### src/rtl/mem_arb_pkg.sv
// Shared types and constants for the two-requester cache-line memory arbiter.
package mem_arb_pkg;

  typedef enum logic [1:0] {
    ST_IDLE = 2'd0,
    ST_BUSY = 2'd1,
    ST_RESP = 2'd2
  } state_e;

  typedef enum logic {
    MEM_READ  = 1'b0,
    MEM_WRITE = 1'b1
  } req_type_e;

  localparam logic REQ_ICA = 1'b0;
  localparam logic REQ_DCA = 1'b1;

  localparam int WAIT_W = 16;

endpackage

### src/rtl/mem_arb_pick.sv
// Winner selection between the instruction and data cache requesters.
// Fixed data-cache priority by default; MEM_ARB_RR_EN adds a priority input for round-robin.
module mem_arb_pick
  import mem_arb_pkg::*;
(
  input  logic [1:0] i_valid,
`ifdef MEM_ARB_RR_EN
  input  logic       i_prio,
`endif
  output logic       o_any,
  output logic       o_idx
);

  always_comb begin
    o_any = |i_valid;
`ifdef MEM_ARB_RR_EN
    // i_prio names the requester that was not granted last; it only matters on a tie
    if (i_valid == 2'b11) o_idx = i_prio;
    else                  o_idx = i_valid[1] ? REQ_DCA : REQ_ICA;
`else
    o_idx = i_valid[1] ? REQ_DCA : REQ_ICA;
`endif
  end

endmodule

### src/rtl/mem_arbiter.sv
// Two-requester cache-line memory arbiter with timeout on the memory acknowledge.
// Define MEM_ARB_RR_EN for round-robin arbitration instead of fixed data-cache priority.
//
// state   | meaning
// IDLE    | waiting for any requester; latches winner and payload
// BUSY    | memory request driven, counting wait cycles
// RESP    | one-cycle o_req_ack to the winner (o_req_err on timeout)
module mem_arbiter
  import mem_arb_pkg::*;
#(
  parameter int ADDR_WIDTH     = 32,
  parameter int LINE_WIDTH     = 128,
  parameter int TIMEOUT_CYCLES = 64
) (
  input  logic                       clk,
  input  logic                       rst,
  input  logic [1:0]                 i_req_valid,
  input  logic [1:0]                 i_req_type,
  input  logic [1:0][ADDR_WIDTH-1:0] i_req_addr,
  input  logic [1:0][LINE_WIDTH-1:0] i_req_data,
  output logic [1:0]                 o_req_ack,
  output logic                       o_req_err,
  output logic [LINE_WIDTH-1:0]      o_req_rdata,
  output logic                       o_mem_enable,
  output logic                       o_mem_type,
  output logic [ADDR_WIDTH-1:0]      o_mem_addr,
  output logic [LINE_WIDTH-1:0]      o_mem_data,
  input  logic                       i_mem_ack,
  input  logic [LINE_WIDTH-1:0]      i_mem_data
);

  localparam logic [WAIT_W-1:0] TMO_LAST = WAIT_W'(TIMEOUT_CYCLES - 1);

  state_e                 state_q, state_d;
  logic                   win_q, win_d;
  req_type_e              type_q, type_d;
  logic [ADDR_WIDTH-1:0]  addr_q, addr_d;
  logic [LINE_WIDTH-1:0]  data_q, data_d;
  logic                   en_q, en_d;
  logic [1:0]             ack_q, ack_d;
  logic                   err_q, err_d;
  logic [LINE_WIDTH-1:0]  rdata_q, rdata_d;
  logic [WAIT_W-1:0]      cnt_q, cnt_d;
  logic                   pick_any, pick_idx;

`ifdef MEM_ARB_RR_EN
  logic ptr_q, ptr_d;
`endif

  mem_arb_pick u_pick (
    .i_valid (i_req_valid),
`ifdef MEM_ARB_RR_EN
    .i_prio  (ptr_q),
`endif
    .o_any   (pick_any),
    .o_idx   (pick_idx)
  );

  always_comb begin
    state_d = state_q;
    win_d   = win_q;
    type_d  = type_q;
    addr_d  = addr_q;
    data_d  = data_q;
    en_d    = en_q;
    ack_d   = 2'b00;
    err_d   = 1'b0;
    rdata_d = rdata_q;
    cnt_d   = cnt_q;
`ifdef MEM_ARB_RR_EN
    ptr_d   = ptr_q;
`endif
    case (state_q)
      ST_IDLE: begin
        if (pick_any) begin
          win_d   = pick_idx;
          type_d  = req_type_e'(i_req_type[pick_idx]);
          addr_d  = i_req_addr[pick_idx];
          data_d  = i_req_data[pick_idx];
          en_d    = 1'b1;
          cnt_d   = '0;
          state_d = ST_BUSY;
`ifdef MEM_ARB_RR_EN
          ptr_d   = ~pick_idx;
`endif
        end
      end
      ST_BUSY: begin
        // a real acknowledge beats a timeout landing in the same cycle
        if (i_mem_ack) begin
          if (type_q == MEM_READ) rdata_d = i_mem_data;
          en_d          = 1'b0;
          ack_d[win_q]  = 1'b1;
          state_d       = ST_RESP;
        end else if (cnt_q == TMO_LAST) begin
          en_d          = 1'b0;
          ack_d[win_q]  = 1'b1;
          err_d         = 1'b1;
          state_d       = ST_RESP;
        end else begin
          cnt_d = cnt_q + 1'b1;
        end
      end
      ST_RESP: state_d = ST_IDLE;
      default: state_d = ST_IDLE;
    endcase
  end

  always_ff @(posedge clk or negedge rst) begin
    if (!rst) begin
      state_q <= ST_IDLE;
      win_q   <= REQ_ICA;
      type_q  <= MEM_READ;
      addr_q  <= '0;
      data_q  <= '0;
      en_q    <= 1'b0;
      ack_q   <= 2'b00;
      err_q   <= 1'b0;
      rdata_q <= '0;
      cnt_q   <= '0;
`ifdef MEM_ARB_RR_EN
      ptr_q   <= REQ_DCA;
`endif
    end else begin
      state_q <= state_d;
      win_q   <= win_d;
      type_q  <= type_d;
      addr_q  <= addr_d;
      data_q  <= data_d;
      en_q    <= en_d;
      ack_q   <= ack_d;
      err_q   <= err_d;
      rdata_q <= rdata_d;
      cnt_q   <= cnt_d;
`ifdef MEM_ARB_RR_EN
      ptr_q   <= ptr_d;
`endif
    end
  end

  assign o_req_ack    = ack_q;
  assign o_req_err    = err_q;
  assign o_req_rdata  = rdata_q;
  assign o_mem_enable = en_q;
  assign o_mem_type   = type_q;
  assign o_mem_addr   = addr_q;
  assign o_mem_data   = data_q;

endmodule

### config.mk
export PLATFORM = sky130hd
export DESIGN_NAME = mem_arbiter
export DESIGN_NICKNAME = d
export VERILOG_FILES = /design/src/rtl/mem_arb_pkg.sv /design/src/rtl/mem_arb_pick.sv /design/src/rtl/mem_arbiter.sv
export SDC_FILE = /design/constraint.sdc
export NUM_CORES = 1
export LEC_CHECK = 0
export CAP_MARGIN = 10
export CORE_AREA = 10 10 280 282
export CTS_BUF_LIST = sky130_fd_sc_hd__clkbuf_16
export DETAILED_ROUTE_END_ITERATION = 7
export DIE_AREA = 0 0 290 292
export HOLD_SLACK_MARGIN = 0.05
export PLACE_DENSITY = 0.47
export SLEW_MARGIN = 40
export SYNTH_ARGS = -nofsm -noshare
export SYNTH_HDL_FRONTEND = slang
export SYNTH_SLANG_ARGS = --single-unit
### constraint.sdc
create_clock -name clk -period 4.8 [get_ports clk]
set_input_delay 0.96 -clock clk [delete_from_list [all_inputs] [get_ports clk]]
set_output_delay 0.96 -clock clk [all_outputs]
set_load 0.01 [all_outputs]
==> metrics.md, run 1 <==
| Metric | Value |
|---|---|
| Status | `completed` |
| TritonCTS buffer count | `38` |
| Share of layout cells above drive strength 1 | `around 11%` |
| Placement Rows | `99` |
| PwrDens | `582 nW/um^2` |
| Crit. End Element | `output port` |
| Startpoint types | `register` |
| Maxcap violations | `0` |
| CTS tree | `done` |
| Setup_tns | `0 ns` |
| Period utilization | `between 50 and 60%` |
| Number of remaining DRC errors | `0` |
| Final Wtd Congestion | `0.771` |
| Clk slew on worst S/H paths | `approximately 0.06 ns` |
| Pint | `around 0.009 W` |
| Max VDD drop | `between 0.2 and 0.3 mV` |
| DR WL/cell | `between 15 and 20 um` |
| Worst-path fanout max | `3` |
| Mapped Cells | `1094` |
| Area of the die | `between 80000 and 90000 sq um` |
| Sequential share of power | `between 30% and 40%` |
| Post-CTS Setup Repair Bufs | `0` |
| Die height | `around 290 um` |
| R2r setup slk | `~2.5 ns` |
| Fin. Hold Viols | `0` |
| Setup ws final | `2.22 ns` |
| Reg2reg end | `cnt_q[14]$_DFFE_PN0P_` |
| Layout filler cell count | `about 7400` |
| Layout net count | `2283` |
| Hold crit path type | `in2async` |
| Syn-to-layout area delta | `74.6%` |
| Post-Syn Area | `13200 sq um` |
| CP required | `between 3 and 4 ns` |
| Avg Vias per Cell | `between 3 and 4` |
| Combinational share of power | `approximately 45%` |
| Floorplan Core Area | `between 70000 and 80000 sq um` |
| Clock root buffer | `clkbuf_16` |
| Setup violators final | `0` |
| Via count | `around 11000` |
| Remaining antenna violation count after routing | `0` |
| RSZ-0062 raised after global routing | `no` |
| # H-tree levels | `2` |
| Clock power frac | `21.1%` |
| R2R cell count | `6` |
| Worst r2r src | `cnt_q[1]$_DFFE_PN0P_` |
| Sequential area share after synthesis | `between 50% and 60%` |
| Worst EP arrival | `between 1.5 and 2 ns` |
| Layout Skew | `roughly 0.023 ns` |
| Final period demand of the worst path | `2.58 ns` |
| Slowest cell delay on critical path | `0.62 ns` |
| Lkg Pwr | `9.66 nW` |
| First-pass GRT wire length | `between 80 and 90 mm` |
| CP top delay family | `buffers and inverters` |
| Crit path kind | `reg2out` |
| Fin. max-slew vios | `0` |
| Antenna Cells | `0` |
| Switching Share | `between 30 and 40%` |
| Clock Sinks | `approximately 310` |
| Crit-path slowest cell | `clkdlybuf4s50_1` |
| Synth Register Bits | `approximately 310` |
| Die Width | `290 um` |
| Post-Syn Area per Cell | `between 10 and 15 sq um` |
| Vias in the first global route | `roughly 12000` |
| Initial antenna violation count | `1` |
| Largest net degree at the start of global routing | `between 100 and 150` |
| FMAX | `approximately 0.39 GHz` |
| Mapped Nets | `~1600` |
| Synth cell types | `38` |
| # port buffers | `between 700 and 800` |
| Slew @ Worst Pin | `0.785 ns` |
| Psw | `0.00452 W` |
| Ys Warns | `0` |
| Setup Slack @ Placement | `between 1.5 and 2 ns` |
| Starting DRT DRC Count | `roughly 320` |
| Total gr overflow | `0` |
| Gr usage total | `between 10% and 20%` |
| Drt first pass iters | `4` |
| Clk_lat worst skew | `between 0.5 and 0.6 ns` |
| Clk buf depth | `3` |
| Post-cts hold buffer count | `0` |
| Worst path bufs/invs | `1` |
| # IOs | `748` |
| Post-DP HPWL | `approximately 44 mm` |
| Post-Route WL | `approximately 56 mm` |
| Post-CTS sizing | `0` |
| Max_slew headroom | `47.6%` |
| Worst path cell trace | `clkdlybuf4s50_1` |
| Starting Density | `18.2%` |
==> stage by stage <==
stage	instances	instance area (sq um)	power [W]	util (%)	hold slack [ns]
2_1_floorplan	1094	13200	0.00690	-	0.416
3_3_place_gp	2745	21800	0.0107	30.0	0.432
3_5_place_dp	2746	21800	0.0108	30.1	0.436
4_1_cts	2815	23000	0.0138	31.7	0.342
5_1_grt	2815	23000	0.0144	31.7	0.370
6_report	2815	23000	0.0134	31.7	0.373
==> cell usage in the layout (no fill, tap or decap), types with 2 or more instances in the layout <==
cell	n
nor4_1	5
clkinv_1	10
nand2_1	173
and2_1	2
nor3_1	2
nand4_1	4
mux2i_1	161
and4_1	2
buf_4	10
inv_1	10
nand2b_1	2
nor2_1	7
clkinv_2	6
inv_6	2
nor2b_1	2
buf_12	8
nand3_1	6
dfrtp_1	312
a41oi_1	3
o21ai_0	167
clkbuf_16	38
o21a_1	3
clkdlybuf4s50_1	745
a21oi_1	3
mux2_2	129
and3_1	4
clkinv_4	2
a31oi_1	15
buf_8	2
bufinv_16	4
==> sequential cells by signal, summed over array words and instances, names as in the netlist, 2 cells and up <==
name	flops
state_q	2
o_mem_addr	32
o_req_rdata	128
o_mem_data	128
cnt_q	16
o_req_ack	2
==> logic make-up after synthesis <==
family / synth area share (%)
buf+inv: 2.75
simple gates: 6.73
mux: 23.2
flops: 59.2
compound gates: 8.03
fa+ha+maj: 0.0948
==> cell type report <==
class                           instances  area [sq um]  share of cell area (%)
Sequential cell                       312          7810                    33.9
Timing Repair Buffer                  766          7750                    33.6
Multi-Input combinational cell        703          5040                    21.9
Tap cell                              959          1200                    5.21
Clock buffer                           38           951                    4.13
Clock inverter                         31           265                    1.15
Inverter                                6          22.5                  0.0978
==> per-layer routing <==
layer	GRT usage, %	wire (um)	vias up	share of wire (%)
li1	-	-	5313	-
met1	13.4	20600	5185	37
met2	22.9	29000	458	52
met3	5.28	4960	66	8.9
met4	3.06	1100	0	2.0
met5	0	0	-	0
==> Yosys cell counts (all sizes together) <==
master	count	area [sq um]
mux2	129	1450
o211ai	1	7.51
o22a	1	8.76
a21oi	4	23.8
nor4	5	31.3
clkbuf	28	105
buf	45	235
a41oi	3	26.3
or3	1	6.26
mux2i	161	1610
and4	2	17.5
inv	6	22.5
dfrtp	312	7810
nor2	7	26.3
o221ai	1	8.76
and2	2	12.5
and3	4	25.0
o21a	3	22.5
nor3	3	15.0
nand4	5	37.5
a31oi	15	93.8
ha	1	12.5
a221o	1	10.0
nand2b	2	12.5
and4bb	1	12.5
nand3	6	30.0
o21ai	168	841
a21o	1	7.51
nand2	173	649
nor2b	2	12.5
o311a	1	10.0
==> power groups by stage <==
stage / registers, W / clock network, W / logic, W
final: 0.00459 / 0.00284 / 0.00598
after global routing: 0.00478 / 0.00307 / 0.00651
after CTS: 0.00462 / 0.00297 / 0.00616
after detailed placement: 0.00464 / 0 / 0.00616
after global placement: 0.00460 / 0 / 0.00612
after floorplan: 0.00513 / 0 / 0.00176
==> worst max-delay path by stage <==
stage,start,to,slack [ns],cells past startpoint
6_report,o_mem_type$_DFFE_PN0P_,o_mem_type,2.22,1
5_1_grt,o_mem_data[32]$_DFFE_PN0P_,o_mem_data[32],2.13,1
4_1_cts,o_mem_type$_DFFE_PN0P_,o_mem_type,2.14,1
3_5_place_dp,i_mem_ack,o_req_rdata[114]$_DFFE_PN0P_,1.81,5
3_3_place_gp,i_mem_ack,o_req_rdata[111]$_DFFE_PN0P_,1.81,5
2_1_floorplan,i_req_valid[1],o_mem_enable$_DFFE_PN0P_,2.67,5
No activity file was read; power rests on OpenSTA's default activity.
==> run 2, diff against run 1 <==
Settings changed: CORE_AREA 10 10 280 282 to 10 10 282 284, DIE_AREA 0 0 290 292 to 0 0 292 294.
Clock period 4.8 ns to 2.4 ns, I/O delays scaled along.
==> metrics.md, run 2 (same netlist as run 1, synthesis figures left out) <==
| Metric | Value |
|---|---|
| CTS tree | `done` |
| Max VDD drop | `0.388 mV (+43%)` |
| Drt first pass iters | `4 (unchanged)` |
| Final Wtd Congestion | `0.766 (-0.62%)` |
| Via count | `11100 (+0.83%)` |
| Syn-to-layout area delta | `77.1%` |
| Worst path bufs/invs | `1 (unchanged)` |
| Slowest cell delay on critical path | `0.42 ns (-0.20 ns)` |
| FMAX | `0.472 GHz` |
| Antenna Cells | `0 (unchanged)` |
| CP required | `2.86 ns (-0.98 ns)` |
| Starting Density | `17.8% (-0.33 points)` |
| Period utilization | `between 80% and 90%` |
| Max_slew headroom | `46.3% (-1.4 points)` |
| Crit. End Element | `register` |
| Final period demand of the worst path | `2.12 ns` |
| Hold Path Stages | `2` |
| Setup ws final | `0.280 ns (-1.94 ns)` |
| R2R cell count | `6 (unchanged)` |
| Final core occ | `31.6% (-0.14 points)` |
| # H-tree levels | `2 (unchanged)` |
| First-pass GRT wire length | `82.2 mm (-0.25%)` |
| Setup Slack @ Placement | `0.0322 ns (-1.78 ns)` |
| Commonest non-fill, non-tap cell in the layout | `clkdlybuf4s50_1` |
| Total gr overflow | `0 (unchanged)` |
| Tot Pwr | `0.0270 W (+100%)` |
| Startpoint types | `register` |
| Layout net count | `2316 (+1.4%)` |
| # IOs | `748 (unchanged)` |
| Post-Layout Cell Count | `2855 (+1.4%)` |
| Post-DP HPWL | `45.8 mm (+3.7%)` |
| Crit path kind | `reg2reg` |
| Post-CTS Setup Repair Bufs | `0 (unchanged)` |
| Clk slew on worst S/H paths | `0.06 ns (about the same)` |
| # port buffers | `747 (unchanged)` |
| Reg2reg end | `cnt_q[14]$_DFFE_PN0P_` |
| Lkg Pwr | `9.84 nW (+1.9%)` |
| Slew @ Worst Pin | `0.804 ns (+0.0190 ns)` |
| Starting DRT DRC Count | `368 (+14%)` |
| Clk_lat worst skew | `0.55 ns (about the same)` |
| Status | `completed` |
| Clock root buffer | `clkbuf_16` |
| Floorplan Core Area | `73900 sq um (+1.9%)` |
| Largest net degree at the start of global routing | `78 (-44%)` |
| Worst path cell trace | `ha_1 > and3_1 > nand4_2 > a21oi_2 > inv_2 > o221ai_1` |
| Number of remaining DRC errors | `0 (unchanged)` |
| Worst path depth | `6 (+5)` |
| Fin. Hold Viols | `0 (unchanged)` |
| Placed cell count | `2787 (+1.5%)` |
| Crit-path slowest cell | `dfrtp_1` |
| Fin. max-slew vios | `0 (unchanged)` |
| DR WL/cell | `19.8 um (+0.42%)` |
| Met2 Track Usage GR | `23.3% (+0.41 points)` |
| Worst setup path start | `cnt_q[0]$_DFFE_PN0P_` |
| Setup_tns | `0 ns (unchanged)` |
| GRT busiest layer | `met2` |
| Worst EP arrival | `2.58 ns (+0.96 ns)` |
| R2r setup slk | `0.28 ns (-2.25 ns)` |
| Met3 GRT Util | `4.95% (-0.33 points)` |
| Setup violators final | `0 (unchanged)` |
| Maxcap violations | `0 (unchanged)` |
| Avg Vias per Cell | `3.89 (-0.58%)` |
| Share of layout cells above drive strength 1 | `12.6% (+1.3 points)` |
| Die height | `294 um (+0.68%)` |
| Most frequent cells in the layout | `clkdlybuf4s50_1 (745), dfrtp_1 (312), nand2_1 (173), o21ai_0 (167), mux2i_1 (161)` |
| Worst r2r src | `cnt_q[0]$_DFFE_PN0P_` |
| Die Width | `292 um (+0.69%)` |
| RSZ-0062 raised after global routing | `no` |
| Initial antenna violation count | `1 (unchanged)` |
| TritonCTS buffer count | `39 (+2.6%)` |
| Hold path startpoint | `o_mem_data[109]$_DFFE_PN0P_` |
| Layout Skew | `0.0178 ns (-0.00519 ns)` |
| Worst-path fanout max | `14 (+11)` |
| Hold Path End | `o_mem_data[109]$_DFFE_PN0P_` |
| Post-CTS sizing | `0 (unchanged)` |
| Post-Route WL | `56.7 mm (+1.8%)` |
| Post-cts hold buffer count | `1 (+1)` |
| Hold crit path type | `reg2reg` |
| CP top delay family | `compound AO/OA/AOI/OAI gates` |
| PwrDens | `1160 nW/um^2 (+99%)` |
| Area of the die | `85800 sq um (+1.4%)` |
| Remaining antenna violation count after routing | `0 (unchanged)` |
| M1 GR Usage | `13.4% (about the same)` |
| Clock Sinks | `312 (unchanged)` |
| Placement Rows | `100 (+1.0%)` |
| Gr usage total | `12.6% (about the same)` |
| Clk buf depth | `3 (unchanged)` |
| Vias in the first global route | `12300 (+0.11%)` |
run 2: cell count changes in the layout (fill, tap and decap cells not counted), sizes merged:
cell         change
clkinv           -5
inv              +2
bufinv           -2
dlygate4sd3      +1
buf             +31
clkinvlp         +1
clkbuf           +2
run 2: routing by layer:
| layer | wire, um | up-vias |
|---|---|---|
| met5 | 0 | - |
| met4 | 894 | 0 |
| met3 | 4910 | 58 |
| met2 | 30000 | 451 |
| met1 | 20900 | 5226 |
| li1 | - | 5379 |
run 2: worst register-to-register path, cell delays in order (launching register included):
cell      delay (ns)
dfrtp_1         0.42
ha_1            0.25
and3_1          0.22
nand4_2         0.36
a21oi_2         0.39
inv_2           0.18
o221ai_1        0.21
run 2: worst max-delay path by stage:
stage	end	slack [ns]
6_report	cnt_q[14]$_DFFE_PN0P_	0.28
5_1_grt	cnt_q[14]$_DFFE_PN0P_	0.06
4_1_cts	o_mem_data[36]	0.19
3_5_place_dp	o_req_rdata[75]$_DFFE_PN0P_	0.03
3_3_place_gp	o_req_rdata[39]$_DFFE_PN0P_	0.08
2_1_floorplan	o_req_rdata[107]$_DFFE_PN0P_	0.72
run 2: power by group:
group,total (W),switching (W),internal [W]
clock network,0.00555,0.00234,0.00322
registers,0.00923,0.00144,0.00779
logic,0.0123,0.00540,0.00686
total,0.0270,0.00917,0.0179
run 2: metrics by stage:
step,hold slack (ns),area (sq um)
global route,0.492,23400
global placement,0.462,22200
CTS,0.466,23400
finish,0.471,23400
floorplan,0.184,13200
detailed placement,0.469,22200
run 2: area by class of cell:
cell class | count | area, sq um
repair buffers | 798 | 8100
inverters | 6 | 22.5
fillers | 7540 | 50600
multi-input cells | 703 | 5040
clock buffers | 40 | 1000
clock inverters | 27 | 184
flip-flops and latches | 312 | 7810
well taps | 969 | 1210
